`config.mk`:
```
export PLATFORM = sky130hd
export DESIGN_NAME = inst_mem_loader_flat
export DESIGN_NICKNAME = d
export VERILOG_FILES = /design/src/rtl/inst_mem_loader_pkg.sv /design/src/rtl/inst_mem_loader_if.sv /design/src/rtl/inst_mem_loader_byte_assembler.sv /design/src/rtl/inst_mem_loader.sv /design/src/flat_wrapper.sv
export SDC_FILE = /design/constraint.sdc
export NUM_CORES = 1
export LEC_CHECK = 0
export ABC_AREA = 1
export BUFFER_PORTS_ARGS = -buffer_cell sky130_fd_sc_hd__buf_2
export CORE_MARGIN = 4
export CORE_UTILIZATION = 55
export DETAILED_ROUTE_END_ITERATION = 10
export GPL_TIMING_DRIVEN = 0
export PLACE_DENSITY = 0.85
export SLEW_MARGIN = 30
export SYNTH_ARGS = -nofsm -noshare
export SYNTH_HDL_FRONTEND = slang
export SYNTH_HIERARCHICAL = 1
export SYNTH_SLANG_ARGS = --single-unit
```
`constraint.sdc`:
```
create_clock -name clk -period 4.2 [get_ports clk]
set_clock_uncertainty 0.05 [all_clocks]
set_input_delay 0.42 -clock clk [delete_from_list [all_inputs] [get_ports clk]]
set_output_delay 0.42 -clock clk [all_outputs]
set_load 0.01 [all_outputs]
```
`src/rtl/inst_mem_loader_pkg.sv`:
```
// rtl/inst_mem_loader_pkg.sv - shared sizes, data type and loader state encoding
package inst_mem_loader_pkg;
  localparam int ADDR_SIZE      = 5;
  localparam int DATA_SIZE      = 32;
  localparam int MEM_LEN        = 32;
  localparam int BYTES_PER_WORD = DATA_SIZE / 8;
  localparam int CNT_SIZE       = ADDR_SIZE + 1;
  localparam int BIDX_SIZE      = (BYTES_PER_WORD > 1) ? $clog2(BYTES_PER_WORD) : 1;

  typedef logic [DATA_SIZE-1:0] data_port;

  typedef enum logic [2:0] {
    IDLE,
    RECV,
    WRITE,
    CHK,
    DONE,
    ERR
  } loader_state_t;
endpackage

```
`src/rtl/inst_mem_loader_if.sv`:
```
// rtl/inst_mem_loader_if.sv - byte stream in, instruction-memory write port out
interface inst_mem_loader_if;
  import inst_mem_loader_pkg::*;

  logic                 byte_valid;
  logic [7:0]           byte_data;
  logic                 byte_ready;
  logic                 mem_we;
  logic [ADDR_SIZE-1:0] mem_addr;
  data_port             mem_wdata;

  modport master (
    output byte_valid, byte_data,
    input  byte_ready, mem_we, mem_addr, mem_wdata
  );

  modport slave (
    input  byte_valid, byte_data,
    output byte_ready, mem_we, mem_addr, mem_wdata
  );
endinterface

```
`src/rtl/inst_mem_loader_byte_assembler.sv`:
```
// rtl/inst_mem_loader_byte_assembler.sv - packs accepted bytes little-endian into one word
module inst_mem_loader_byte_assembler
  import inst_mem_loader_pkg::*;
(
  input  logic       clk,
  input  logic       rst_n,
  input  logic       clear,
  input  logic       accept,
  input  logic [7:0] byte_data,
  output data_port   word_next,
  output logic       word_done
);
  localparam logic [BIDX_SIZE-1:0] LAST_IDX = BIDX_SIZE'(BYTES_PER_WORD - 1);

  logic [BIDX_SIZE-1:0] byte_idx;
  data_port             word_q;

  // word_next already includes the byte accepted this cycle, so the FSM can
  // register the complete word on the same edge as the last handshake
  always_comb begin
    word_next = word_q;
    for (int k = 0; k < BYTES_PER_WORD; k++) begin
      if (accept && byte_idx == BIDX_SIZE'(k)) begin
        word_next[8*k +: 8] = byte_data;
      end
    end
  end

  assign word_done = accept && (byte_idx == LAST_IDX);

  always_ff @(posedge clk or negedge rst_n) begin
    if (!rst_n) begin
      byte_idx <= '0;
      word_q   <= '0;
    end else if (clear) begin
      byte_idx <= '0;
    end else if (accept) begin
      word_q   <= word_next;
      byte_idx <= word_done ? '0 : byte_idx + BIDX_SIZE'(1);
    end
  end
endmodule

```
`src/rtl/inst_mem_loader.sv`:
```
// rtl/inst_mem_loader.sv - fills instruction memory from a byte stream, then raises load_done
// Optional trailing XOR checksum byte: INST_MEM_LOADER_CHECKSUM_EN.
module inst_mem_loader
  import inst_mem_loader_pkg::*;
(
  input  logic                clk,
  input  logic                rst_n,
  input  logic                start,
  input  logic [CNT_SIZE-1:0] word_count,
  inst_mem_loader_if.slave    bus,
  output logic                busy,
  output logic                load_done,
  output logic                error
);
  localparam logic [CNT_SIZE-1:0] MAX_COUNT = CNT_SIZE'(MEM_LEN);

  loader_state_t        state;
  logic [CNT_SIZE-1:0]  count;
  logic [ADDR_SIZE-1:0] word_idx;
  logic                 accept;
  logic                 recv_accept;
  logic                 start_ok;
  logic                 count_ok;
  logic                 last_word;
  logic                 word_done;
  data_port             word_next;

  assign accept      = bus.byte_valid && bus.byte_ready;
  assign recv_accept = accept && (state == RECV);
  assign start_ok    = start && (state == IDLE || state == DONE || state == ERR);
  assign count_ok    = (word_count != '0) && (word_count <= MAX_COUNT);
  assign last_word   = ({1'b0, word_idx} == count - CNT_SIZE'(1));

  inst_mem_loader_byte_assembler u_asm (
    .clk       (clk),
    .rst_n     (rst_n),
    .clear     (start_ok),
    .accept    (recv_accept),
    .byte_data (bus.byte_data),
    .word_next (word_next),
    .word_done (word_done)
  );

`ifdef INST_MEM_LOADER_CHECKSUM_EN
  logic [7:0] xor_q;

  always_ff @(posedge clk or negedge rst_n) begin
    if (!rst_n) begin
      xor_q <= '0;
    end else if (start_ok) begin
      xor_q <= '0;
    end else if (recv_accept) begin
      xor_q <= xor_q ^ bus.byte_data;
    end
  end
`endif

  always_ff @(posedge clk or negedge rst_n) begin
    if (!rst_n) begin
      state          <= IDLE;
      count          <= '0;
      word_idx       <= '0;
      bus.byte_ready <= 1'b0;
      bus.mem_we     <= 1'b0;
      bus.mem_addr   <= '0;
      bus.mem_wdata  <= '0;
      busy           <= 1'b0;
      load_done      <= 1'b0;
      error          <= 1'b0;
    end else begin
      bus.mem_we <= 1'b0;
      case (state)
        IDLE, DONE, ERR: begin
          if (start) begin
            load_done <= 1'b0;
            if (count_ok) begin
              state          <= RECV;
              count          <= word_count;
              word_idx       <= '0;
              error          <= 1'b0;
              busy           <= 1'b1;
              bus.byte_ready <= 1'b1;
            end else begin
              state <= ERR;
              error <= 1'b1;
            end
          end
        end
        RECV: begin
          if (word_done) begin
            state          <= WRITE;
            bus.byte_ready <= 1'b0;
            bus.mem_we     <= 1'b1;
            bus.mem_addr   <= word_idx;
            bus.mem_wdata  <= word_next;
          end
        end
        WRITE: begin
          if (last_word) begin
`ifdef INST_MEM_LOADER_CHECKSUM_EN
            state          <= CHK;
            bus.byte_ready <= 1'b1;
`else
            state     <= DONE;
            busy      <= 1'b0;
            load_done <= 1'b1;
`endif
          end else begin
            word_idx       <= word_idx + ADDR_SIZE'(1);
            state          <= RECV;
            bus.byte_ready <= 1'b1;
          end
        end
`ifdef INST_MEM_LOADER_CHECKSUM_EN
        CHK: begin
          if (accept) begin
            bus.byte_ready <= 1'b0;
            busy           <= 1'b0;
            if (bus.byte_data == xor_q) begin
              state     <= DONE;
              load_done <= 1'b1;
            end else begin
              state <= ERR;
              error <= 1'b1;
            end
          end
        end
`endif
        default: state <= IDLE;
      endcase
    end
  end
endmodule

```
`src/flat_wrapper.sv`:
```
// flat-port wrapper written by rule: the top's interface ports become plain ports
module inst_mem_loader_flat import inst_mem_loader_pkg::*;
  (clk, rst_n, start, word_count, busy, load_done, error, bus_byte_valid, bus_byte_data, bus_byte_ready, bus_mem_we, bus_mem_addr, bus_mem_wdata);
  inst_mem_loader_if bus_i ();
  input  logic clk;
  input  logic rst_n;
  input  logic start;
  input  logic [CNT_SIZE-1:0] word_count;
  output logic busy;
  output logic load_done;
  output logic error;
  input wire logic [$bits(bus_i.byte_valid)-1:0] bus_byte_valid;
  input wire logic [$bits(bus_i.byte_data)-1:0] bus_byte_data;
  output wire logic [$bits(bus_i.byte_ready)-1:0] bus_byte_ready;
  output wire logic [$bits(bus_i.mem_we)-1:0] bus_mem_we;
  output wire logic [$bits(bus_i.mem_addr)-1:0] bus_mem_addr;
  output wire logic [$bits(bus_i.mem_wdata)-1:0] bus_mem_wdata;
  assign bus_i.byte_valid = bus_byte_valid;
  assign bus_i.byte_data = bus_byte_data;
  assign bus_byte_ready = bus_i.byte_ready;
  assign bus_mem_we = bus_i.mem_we;
  assign bus_mem_addr = bus_i.mem_addr;
  assign bus_mem_wdata = bus_i.mem_wdata;
  inst_mem_loader u_core (.clk(clk), .rst_n(rst_n), .start(start), .word_count(word_count), .bus(bus_i), .busy(busy), .load_done(load_done), .error(error));
endmodule
```
==> key figures, run 1 <==
Synthesis
  – Yosys warnings: 6
  – Share of the synthesized area in the top cell type: 0.4780
  – Average size of a mapped cell: 7.763 sq um
  – Post-synth top flop: dfrtp_1
  – XOR/XNOR Fraction of Synth Area: 0.003717
  – Adder-cell share of the synthesized area: 0.01593
  – Synth unique cells: 29
  – Sequential area share after synthesis: 0.4780
  – Most common cell in the netlist: nand2_1
  – Top cells by area, synth: dfrtp_1, nand2_1, nand3_1, inv_1, and2_1
  – Post-synth EDFFs: 0
  – Synthesized cell area: 4712 sq um
  – Synth cell count leaders: nand2_1, dfrtp_1, nand3_1, inv_1, and2_1
  – Cell accounting for the most synthesized area: dfrtp_1
  – Fraction of registers with async set/reset: 1.000
  – Yosys reg bits: 90
  – Combinational family with the most area after synthesis: simple AND/OR/NAND/NOR gates
  – Mapped Nets: 631
  – Multiplexer area fraction after synthesis: 0
  – Simple-Gate Fraction of Synth Area: 0.3696
  – Complex-gate fraction of the synthesized area: 0.03240
  – Post-Syn Instances: 607

STA
  – Post-route minimum period: 2.388 ns
  – Rel. slew slack: 0.7117
  – Worst Tran Pin Value: 0.4325 ns
  – Final Slew Violations: 0
  – Final period utilization: 0.5686
  – Unrepaired setup endpoints after global routing: false
  – Endpoints failing setup: 0
  – Max Clk Rate: 418.8 MHz
  – Setup TNS: 0 ns
  – Final Hold Viols: 0

Cells and area
  – Diodes inserted: 0
  – Syn-to-layout area delta: 16.04%
  – FILL cells: 663
  – Fin nets: 703
  – Fin util: 0.6621
  – Layout cells sized above 1: 0.1944
  – Fin area: 5468 sq um

Drt
  – Via count: 4119
  – DR vias/cell: 5.221
  – Final wirelength: 11100 um
  – DRC errors left: 0
  – First-pass DRT Iterations: 5
  – 1st-iter DRT viols: 295
  – Routed Antenna Nets: 0
  – WL per Instance: 14.06 um

Min path
  – Min-delay src: word_count[5]
  – HP Class: in2reg
  – Hold path depth: 2
  – Worst Hold Path EP: u_core/count[5]

Critical path
  – Max stage delay on crit path: 0.40 ns
  – Critical path required time: 4.39 ns
  – Arrival @ worst endpoint: 2.58 ns
  – Reg2Reg Depth: 13
  – Setup CP Type: reg2reg
  – Critical R2R Launch: u_core/state[0]
  – R2R setup slack: 1.81 ns
  – Slowest stage cell, crit path: dfrtp_1
  – CP endpoint kind: flop
  – CP top delay family: simple AND/OR/NAND/NOR gates
  – Critical Path Source Type: flop
  – Reg2reg end: u_core/bus.mem_wdata[13]
  – CP max FO: 10
  – CP Cell Sequence: inv_1 > nor2_2 > nand2_2 > nor2_1 > buf_6 > nand2_2 > inv_1 > o21ai_4 > nor2_4 > inv_4 > buf_4 > nand2_1 > nand2_1
  – CP Buf/Inv Count: 5

Clock network
  – CTS Buf Count: 9
  – CTS max path bufs: 2
  – H-tree levels: 3
  – Cts repair resizes: 0
  – CTS tree: yes
  – Clk_lat worst skew: 0.35 ns
  – Root Driver: clkbuf_8
  – Clk slew on worst S/H paths: 0.09 ns
  – Clock sink total: 90

Global routing
  – All-Layer GR Usage: 0.2306
  – Global-route wire length before repair: 18640 um
  – Grt ovf: 0
  – Initial antenna violation count: 0
  – Vias in the first global route: 4066
  – Largest net degree at the start of global routing: 47

Floorplanning
  – DIE WIDTH: 100.6 um
  – Die Span Y: 100.6 um
  – Die area: 10110 sq um
  – Core footprint: 8258 sq um
  – Cell Rows: 33
  – # IOs: 60
  – Initial core utilization: 0.5706

Pwr
  – P_leak: 3.170 nW
  – Maximum vdd ir drop: 232.1 uV
  – Final total power: 0.001731 W
  – PwrDens: 316.6 nW/um^2

Placement
  – GPL Wtd Cong: 0.7935
  – Input/output buffers: 59
  – DP HPWL: 7764 um
  – Dpl cell area: 5172 sq um

Outcome
  – Outcome: finished, final reports clean

Run
  – Maximum capacitance violations: 0
## power breakdown
| part | switching (W) | total [W] | internal, W |
|---|---|---|---|
| registers | 0.00000303 | 0.000873 | 0.000870 |
| logic | 0.0000390 | 0.0000573 | 0.0000183 |
| clock network | 0.000297 | 0.000801 | 0.000505 |
| total | 0.000339 | 0.00173 | 0.00139 |
## cell families (layout without fill, tap and decap cells)
logic type / count (synthesis) / in the layout
and+or+nand+nor: 391 / 391
buffers and inverters: 95 / 172
DFF: 90 / 90
AOI/OAI and AO/OA: 23 / 23
adders and majority gates: 6 / 6
xor gates and xnor gates: 2 / 2
## layout make-up
cell class,count,area (sq um),area share
repair buffers,61,339.1,0.06201
flip-flops and latches,90,2252,0.4119
inverters,72,275.3,0.05034
well taps,105,131.4,0.02403
clock inverters,4,120.1,0.02197
multi-input cells,422,1987,0.3634
clock buffers,12,165.2,0.03021
plain buffers,23,197.7,0.03616
## flip-flops by register name (all words and copies together) (netlist names)
name and count:
u_core/u_asm/byte_idx 2, u_core/bus.mem_wdata 32, u_core/u_asm/word_q 32, u_core/bus.mem_we 1, u_core/error 1, u_core/bus.mem_addr 5
u_core/bus.byte_ready 1, u_core/count 6, u_core/state 3, u_core/load_done 1, u_core/busy 1, u_core/word_idx 5
## what timing repair did
action                                 4_1_cts  5_1_grt
endpoints found under the hold margin       44        0
hold buffers                                 1        0
buffers inserted                             0        0
## metrics by stage
stage | hold WS (ns) | worst slack [ns] | std cells
after global routing | 0.2568 | 1.635 | 789
after global placement | 0.4012 | 1.872 | 771
final | 0.2619 | 1.812 | 789
after detailed placement | 0.3266 | 1.862 | 772
after floorplan | 0.07441 | 2.280 | 607
after CTS | 0.2449 | 1.829 | 789
## per-layer routing
layer | wire length, um | track usage | up-vias
met4 | 289 | 0.1036 | 0
met3 | 659 | 0.02907 | 33
li1 | - | - | 2007
met5 | 0 | 0 | -
met2 | 5412 | 0.3869 | 161
met1 | 4736 | 0.3000 | 1918
## worst max-delay path by stage
stage | startpoint | endpoint | slack [ns] | depth (start not counted)
2_1_floorplan | u_core/state[2] | u_core/bus.mem_wdata[10] | 2.28 | 12
3_3_place_gp | rst_n | u_core/bus.mem_wdata[22] | 1.87 | 1
3_5_place_dp | u_core/state[0] | u_core/bus.mem_wdata[13] | 1.86 | 13
4_1_cts | u_core/state[2] | u_core/bus.mem_wdata[9] | 1.83 | 12
5_1_grt | u_core/state[0] | u_core/bus.mem_wdata[27] | 1.64 | 13
6_report | u_core/state[0] | u_core/bus.mem_wdata[13] | 1.81 | 13
## placed cells by master, fill, tap and decap left out
cell           synthesis  routed
a21oi_1                3       3
and2_1                32      32
buf_16                 0       1
buf_2                  8      66
buf_4                  3       3
buf_6                 12      13
bufinv_16              0       4
clkbuf_8               0      12
dfrtp_1               90      90
dlygate4sd3_1          0       1
ha_1                   6       6
inv_1                 65      65
inv_2                  5       5
inv_4                  2       2
nand2_1              243     243
nand2_2               12      12
nand3_1               77      77
nand3_2                1       1
nand4_1                3       3
nor2_1                15      15
nor2_2                 3       3
nor2_4                 2       2
nor2_8                 1       1
nor3_4                 1       1
o21a_1                 2       2
o21ai_0                3       3
o21ai_1                8       8
o21ai_2                5       5
o21ai_4                1       1
o31ai_1                1       1
or2_2                  1       1
xnor2_1                1       1
xor2_1                 1       1
Power figures use the tool's default switching activity.
==> inputs of run 2 (changes only) <==
==> constraint.sdc (replaced) <==
create_clock -name clk -period 2.5 [get_ports clk]
set_clock_uncertainty 0.05 [all_clocks]
set_input_delay 0.25 -clock clk [delete_from_list [all_inputs] [get_ports clk]]
set_output_delay 0.25 -clock clk [all_outputs]
set_load 0.01 [all_outputs]
==> run 2 against run 1 <==
  * First-iteration DRC count rose by 12%
  * Critical path type unchanged
  * Final area rose by 0.32%
  * Critical endpoint unchanged
  * Non-clock buffer count is 2 higher
==> key figures, run 2 (same netlist as run 1, synthesis figures left out) <==
Floorplanning
  – Core footprint: 8258 sq um (unchanged)
  – Die area: 10110 sq um (unchanged)
  – DIE WIDTH: 100.6 um (unchanged)
  – Cell Rows: 33 (unchanged)
  – # IOs: 60 (unchanged)
  – Die Span Y: 100.6 um (unchanged)
  – Initial core utilization: 0.5706 (unchanged)

Global routing
  – Vias in the first global route: 4066 (unchanged)
  – Largest net degree at the start of global routing: 47 (unchanged)
  – Global-route wire length before repair: 18640 um (unchanged)
  – Grt ovf: 0 (unchanged)
  – Initial antenna violation count: 0 (unchanged)
  – All-Layer GR Usage: 0.2306 (unchanged)

Outcome
  – Outcome: finished, final reports clean (unchanged)

Cells and area
  – Commonest non-fill, non-tap cells in the layout: nand2_1, dfrtp_1, nand3_1 (unchanged)
  – Layout cells sized above 1: 0.1983 (was 0.1944)
  – Top Registers: u_core/bus.mem_wdata x32, u_core/u_asm/word_q x32, u_core/count x6 (unchanged)
  – Fin nets: 705 (was 703)
  – Multi-input logic area: 1989 sq um (was 1987 sq um)
  – Diodes inserted: 0 (unchanged)
  – Commonest non-fill, non-tap cell in the layout: nand2_1 (unchanged)
  – FILL cells: 657 (was 663)
  – Reg area: 2252 sq um (unchanged)
  – Syn-to-layout area delta: 16.41% (was 16.04%)

Critical path
  – Critical Path Source Type: flop (unchanged)
  – Reg2Reg Depth: 13 (unchanged)
  – CP Launch Point: u_core/state[0] (unchanged)
  – CP Buf/Inv Count: 5 (unchanged)
  – Arrival @ worst endpoint: 2.52 ns (was 2.58 ns)
  – R2R setup slack: 0.17 ns (was 1.81 ns)
  – Max stage delay on crit path: 0.39 ns (was 0.40 ns)
  – CP endpoint kind: flop (unchanged)
  – Slowest stage cell, crit path: dfrtp_1 (unchanged)
  – Critical path required time: 2.69 ns (was 4.39 ns)
  – CP Cell Sequence: inv_1 > nor2_2 > nand2_2 > nor2_2 > buf_6 > nand2_2 > inv_1 > o21ai_4 > nor2_4 > inv_4 > buf_4 > nand2_1 > nand2_1 (was inv_1 > nor2_2 > nand2_2 > nor2_1 > buf_6 > nand2_2 > inv_1 > o21ai_4 > nor2_4 > inv_4 > buf_4 > nand2_1 > nand2_1)
  – CP max FO: 10 (unchanged)
  – CP Depth: 13 (unchanged)
  – CP top delay family: simple AND/OR/NAND/NOR gates (unchanged)
  – Setup CP Type: reg2reg (unchanged)
  – Critical R2R Launch: u_core/state[0] (unchanged)

Clock network
  – CTS Buf Count: 9 (unchanged)
  – CTS tree: yes (unchanged)
  – Clock sink total: 90 (unchanged)
  – Root Driver: clkbuf_8 (unchanged)
  – H-tree levels: 3 (unchanged)
  – Clk slew on worst S/H paths: 0.09 ns (about the same)
  – Clk_lat worst skew: 0.35 ns (about the same)
  – CTS max path bufs: 2 (unchanged)

Drt
  – Routed Antenna Nets: 0 (unchanged)
  – Final wirelength: 11150 um (was 11100 um)
  – DR vias/cell: 5.236 (was 5.221)
  – Via count: 4142 (was 4119)
  – 1st-iter DRT viols: 331 (was 295)
  – DRC errors left: 0 (unchanged)
  – First-pass DRT Iterations: 5 (unchanged)
  – WL per Instance: 14.10 um (was 14.06 um)

STA
  – Final Slew Violations: 0 (unchanged)
  – Rel. slew slack: 0.7129 (was 0.7117)
  – Endpoints failing setup: 0 (unchanged)
  – Final period utilization: 0.9329 (was 0.5686)
  – WHS: 0.09278 ns (was 0.2619 ns)
  – Final Hold Viols: 0 (unchanged)
  – Post-route minimum period: 2.332 ns (was 2.388 ns)
  – Unrepaired setup endpoints after global routing: false (unchanged)
  – Worst Tran Pin Value: 0.4307 ns (was 0.4325 ns)
  – Max Clk Rate: 428.8 MHz (was 418.8 MHz)
  – Setup TNS: 0 ns (unchanged)

Min path
  – Hold path depth: 2 (unchanged)
  – HP Class: in2reg (unchanged)
  – Min-delay src: word_count[5] (unchanged)

Placement
  – Input/output buffers: 59 (unchanged)
  – GPL Wtd Cong: 0.7935 (unchanged)
  – DP HPWL: 7764 um (unchanged)

Pwr
  – Maximum vdd ir drop: 393.2 uV (was 232.1 uV)
  – P_leak: 3.179 nW (was 3.170 nW)
  – PwrDens: 529.7 nW/um^2 (was 316.6 nW/um^2)

Run
  – Maximum capacitance violations: 0 (unchanged)
run 2: routing by layer:
metal  up-vias  GRT usage  part of all wire
li1       2014          -                 -
met1      1957     0.3000              0.42
met5         -          0                 0
met2       146     0.3869              0.50
met3        25    0.02907             0.060
met4         0     0.1036             0.022
run 2: final timing paths:
kind / to
worst min-delay path: u_core/count[5]
worst min register to register: u_core/bus.mem_wdata[2]
worst max register to register: u_core/bus.mem_wdata[13]
max in group asynchronous: u_core/u_asm/word_q[7]
min in group asynchronous: u_core/error
worst max-delay path: u_core/bus.mem_wdata[13]
run 2: power breakdown:
part | internal [W] | total (W) | switching (W)
combinational | 0.0000308 | 0.0000959 | 0.0000651
clock | 0.000848 | 0.00134 | 0.000496
sequential | 0.00146 | 0.00147 | 0.00000511
run 2: metrics by stage:
step                instances    util  setup slack (ns)  power [W]  cell area, sq um
detailed placement        772  0.6264            0.1622   0.001592              5172
global placement          771  0.6223            0.2155   0.001583              5139
finish                    791  0.6642            0.1678   0.002906              5485
CTS                       789  0.6621            0.1290   0.002931              5468
floorplan                 607       -            0.5803   0.001528              4712
global route              791  0.6642          0.002810   0.003006              5485
run 2: final cells by class:
| type | instances | area share |
|---|---|---|
| sequential | 90 | 0.4106 |
| inverter | 72 | 0.05018 |
| multi-input combinational | 422 | 0.3627 |
| clock inverter | 4 | 0.02190 |
| timing repair buffer | 63 | 0.06455 |
| buffer | 23 | 0.03604 |
| clock buffer | 12 | 0.03011 |
| tap | 105 | 0.02395 |
run 2: repair_timing:
item | 4_1_cts | 5_1_grt
endpoints found under the hold margin | 44 | 0
resized for setup | 0 | 1
hold buffers | 1 | 0
buffers inserted | 0 | 2
endpoints found under the setup margin | 0 | 32
==> inputs of run 3 (changes only) <==
--- a/config.mk
+++ b/config.mk
@@ -9,6 +9,7 @@
 export BUFFER_PORTS_ARGS = -buffer_cell sky130_fd_sc_hd__buf_2
 export CORE_MARGIN = 4
 export CORE_UTILIZATION = 55
+export CTS_BUF_LIST = sky130_fd_sc_hd__clkbuf_4
 export DETAILED_ROUTE_END_ITERATION = 10
 export GPL_TIMING_DRIVEN = 0
 export PLACE_DENSITY = 0.85
==> run 3 against run 2 <==
  * Routed wire length decreased by 1.3%
  * Non-clock buffer count grew 3
  * Count of clock-buffer cells in the layout fell by 3
  * Via count is 0.14% higher
  * Final cell count rose by 0.51%
  * Critical path type unchanged
  * Critical endpoint unchanged
  * Largest cell class unchanged
==> key figures, run 3 (same netlist as run 1, synthesis figures left out) <==
Cells and area
  – Commonest non-fill, non-tap cells in the layout: nand2_1, dfrtp_1, nand3_1 (unchanged)
  – Syn-to-layout area delta: 15.27% (was 16.41%)
  – Top Registers: u_core/bus.mem_wdata x32, u_core/u_asm/word_q x32, u_core/count x6 (unchanged)
  – FILL cells: 667 (was 657)
  – Layout cells sized above 1: 0.1930 (was 0.1983)
  – Fin nets: 708 (was 705)
  – Commonest non-fill, non-tap cell in the layout: nand2_1 (unchanged)

Drt
  – DR vias/cell: 5.218 (was 5.236)
  – WL per Instance: 13.85 um (was 14.10 um)
  – 1st-iter DRT viols: 335 (was 331)
  – Final wirelength: 11010 um (was 11150 um)
  – Via count: 4148 (was 4142)
  – Routed Antenna Nets: 0 (unchanged)
  – DRC errors left: 0 (unchanged)
  – First-pass DRT Iterations: 6 (was 5)

Floorplanning
  – Core footprint: 8258 sq um (unchanged)
  – # IOs: 60 (unchanged)
  – Die Span Y: 100.6 um (unchanged)
  – Initial core utilization: 0.5706 (unchanged)
  – DIE WIDTH: 100.6 um (unchanged)
  – Cell Rows: 33 (unchanged)
  – Die area: 10110 sq um (unchanged)

Clock network
  – H-tree levels: 3 (unchanged)
  – Clock sink total: 90 (unchanged)
  – CTS tree: yes (unchanged)
  – CTS Buf Count: 9 (unchanged)
  – Clk slew on worst S/H paths: 0.14 ns (was 0.09 ns)
  – Clk_lat worst skew: 0.43 ns (was 0.35 ns)
  – CTS max path bufs: 2 (unchanged)
  – Root Driver: clkbuf_4 (was clkbuf_8)

Global routing
  – Met2 Resource Use GR: 0.3675 (was 0.3869)
  – Met3 Usage GRT: 0.03945 (was 0.02907)
  – Grt ovf: 0 (unchanged)
  – Grt met1 use: 0.2975 (was 0.3000)
  – All-Layer GR Usage: 0.2273 (was 0.2306)
  – Initial antenna violation count: 1 (was 0)
  – Top Usage Layer GRT: met2 (unchanged)
  – Largest net degree at the start of global routing: 47 (unchanged)
  – Vias in the first global route: 4024 (was 4066)
  – Global-route wire length before repair: 18220 um (was 18640 um)

STA
  – Max Clk Rate: 429.2 MHz (was 428.8 MHz)
  – Final Hold Viols: 0 (unchanged)
  – Worst Tran Pin Value: 0.4339 ns (was 0.4307 ns)
  – Post-route minimum period: 2.330 ns (was 2.332 ns)
  – Setup TNS: 0 ns (unchanged)
  – Final period utilization: 0.9320 (was 0.9329)
  – Rel. slew slack: 0.7107 (was 0.7129)
  – Endpoints failing setup: 0 (unchanged)
  – Unrepaired setup endpoints after global routing: false (unchanged)
  – WHS: 0.03884 ns (was 0.09278 ns)
  – Final Slew Violations: 0 (unchanged)

Pwr
  – P_leak: 3.151 nW (was 3.179 nW)
  – Maximum vdd ir drop: 389.0 uV (was 393.2 uV)
  – PwrDens: 486.7 nW/um^2 (was 529.7 nW/um^2)

Critical path
  – Arrival @ worst endpoint: 2.61 ns (was 2.52 ns)
  – R2R setup slack: 0.17 ns (about the same)
  – Critical Path Source Type: flop (unchanged)
  – Setup CP Type: reg2reg (unchanged)
  – Critical path required time: 2.78 ns (was 2.69 ns)
  – CP max FO: 10 (unchanged)
  – CP endpoint kind: flop (unchanged)

Placement
  – GPL Wtd Cong: 0.7935 (unchanged)
  – DP HPWL: 7764 um (unchanged)
  – Input/output buffers: 59 (unchanged)

Min path
  – HP Class: in2reg (unchanged)

Run
  – Maximum capacitance violations: 0 (unchanged)

Outcome
  – Outcome: finished, final reports clean (unchanged)
[run 3: through the flow]
stage                     std cells  cell area [sq um]  worst slack, ns  utilization  power, W
final                           795               5431           0.1700       0.6577  0.002643
after global routing            795               5431          0.05725       0.6577  0.002741
after CTS                       792               5411           0.1238       0.6553  0.002668
after detailed placement        772               5172           0.1622       0.6264  0.001592
after global placement          771               5139           0.2155       0.6223  0.001583
after floorplan                 607               4712           0.5803            -  0.001528
[run 3: worst max-delay path, stage by stage (launching register included)]
cell and delay, ns:
dfrtp_1 0.45, nor2_2 0.18, nand2_2 0.14, nor2_2 0.16, buf_6 0.18, nand2_2 0.15
inv_1 0.15, o21ai_4 0.10, nor2_4 0.24, inv_4 0.11, buf_4 0.19, nand2_1 0.06
nand2_1 0.06
[run 3: power breakdown]
part	internal, W	switching (W)
Sequential	0.00146	0.00000508
Combinational	0.0000338	0.0000657
Clock	0.000598	0.000478
[run 3: final timing paths]
check / start / end / depth (start not counted)
min in group asynchronous: rst_n / u_core/count[5] / 2
hold / removal: word_count[4] / u_core/count[4] / 3
setup / recovery: u_core/state[2] / u_core/bus.mem_wdata[13] / 12
max in group asynchronous: rst_n / u_core/bus.mem_wdata[9] / 3
hold reg to reg: u_core/bus.mem_wdata[26] / u_core/bus.mem_wdata[26] / 2
setup reg to reg: u_core/state[2] / u_core/bus.mem_wdata[13] / 12
[run 3: what timing repair did]
action	in CTS	in global routing
endpoints found under the setup margin	0	7
endpoints found under the hold margin	47	0
buffers inserted	0	2
hold buffers	4	0
gates resized for setup	0	1
[run 3: cell type report]
class / instances / area [sq um] / area share
Sequential cell: 90 / 2252 / 0.4147
Multi-Input combinational cell: 422 / 1989 / 0.3663
Timing Repair Buffer: 66 / 384.1 / 0.07072
Inverter: 72 / 275.3 / 0.05068
Buffer: 23 / 197.7 / 0.03640
Clock inverter: 7 / 131.4 / 0.02419
Tap cell: 105 / 131.4 / 0.02419
Clock buffer: 9 / 67.56 / 0.01244
Antenna cell: 1 / 2.502 / 0.0004607
[run 3: metal layers]
| metal | routed length (um) | vias to the layer above |
|---|---|---|
| met2 | 5433 | 140 |
| met1 | 4699 | 1963 |
| met3 | 646 | 25 |
| met5 | 0 | - |
| li1 | - | 2020 |
| met4 | 229 | 0 |
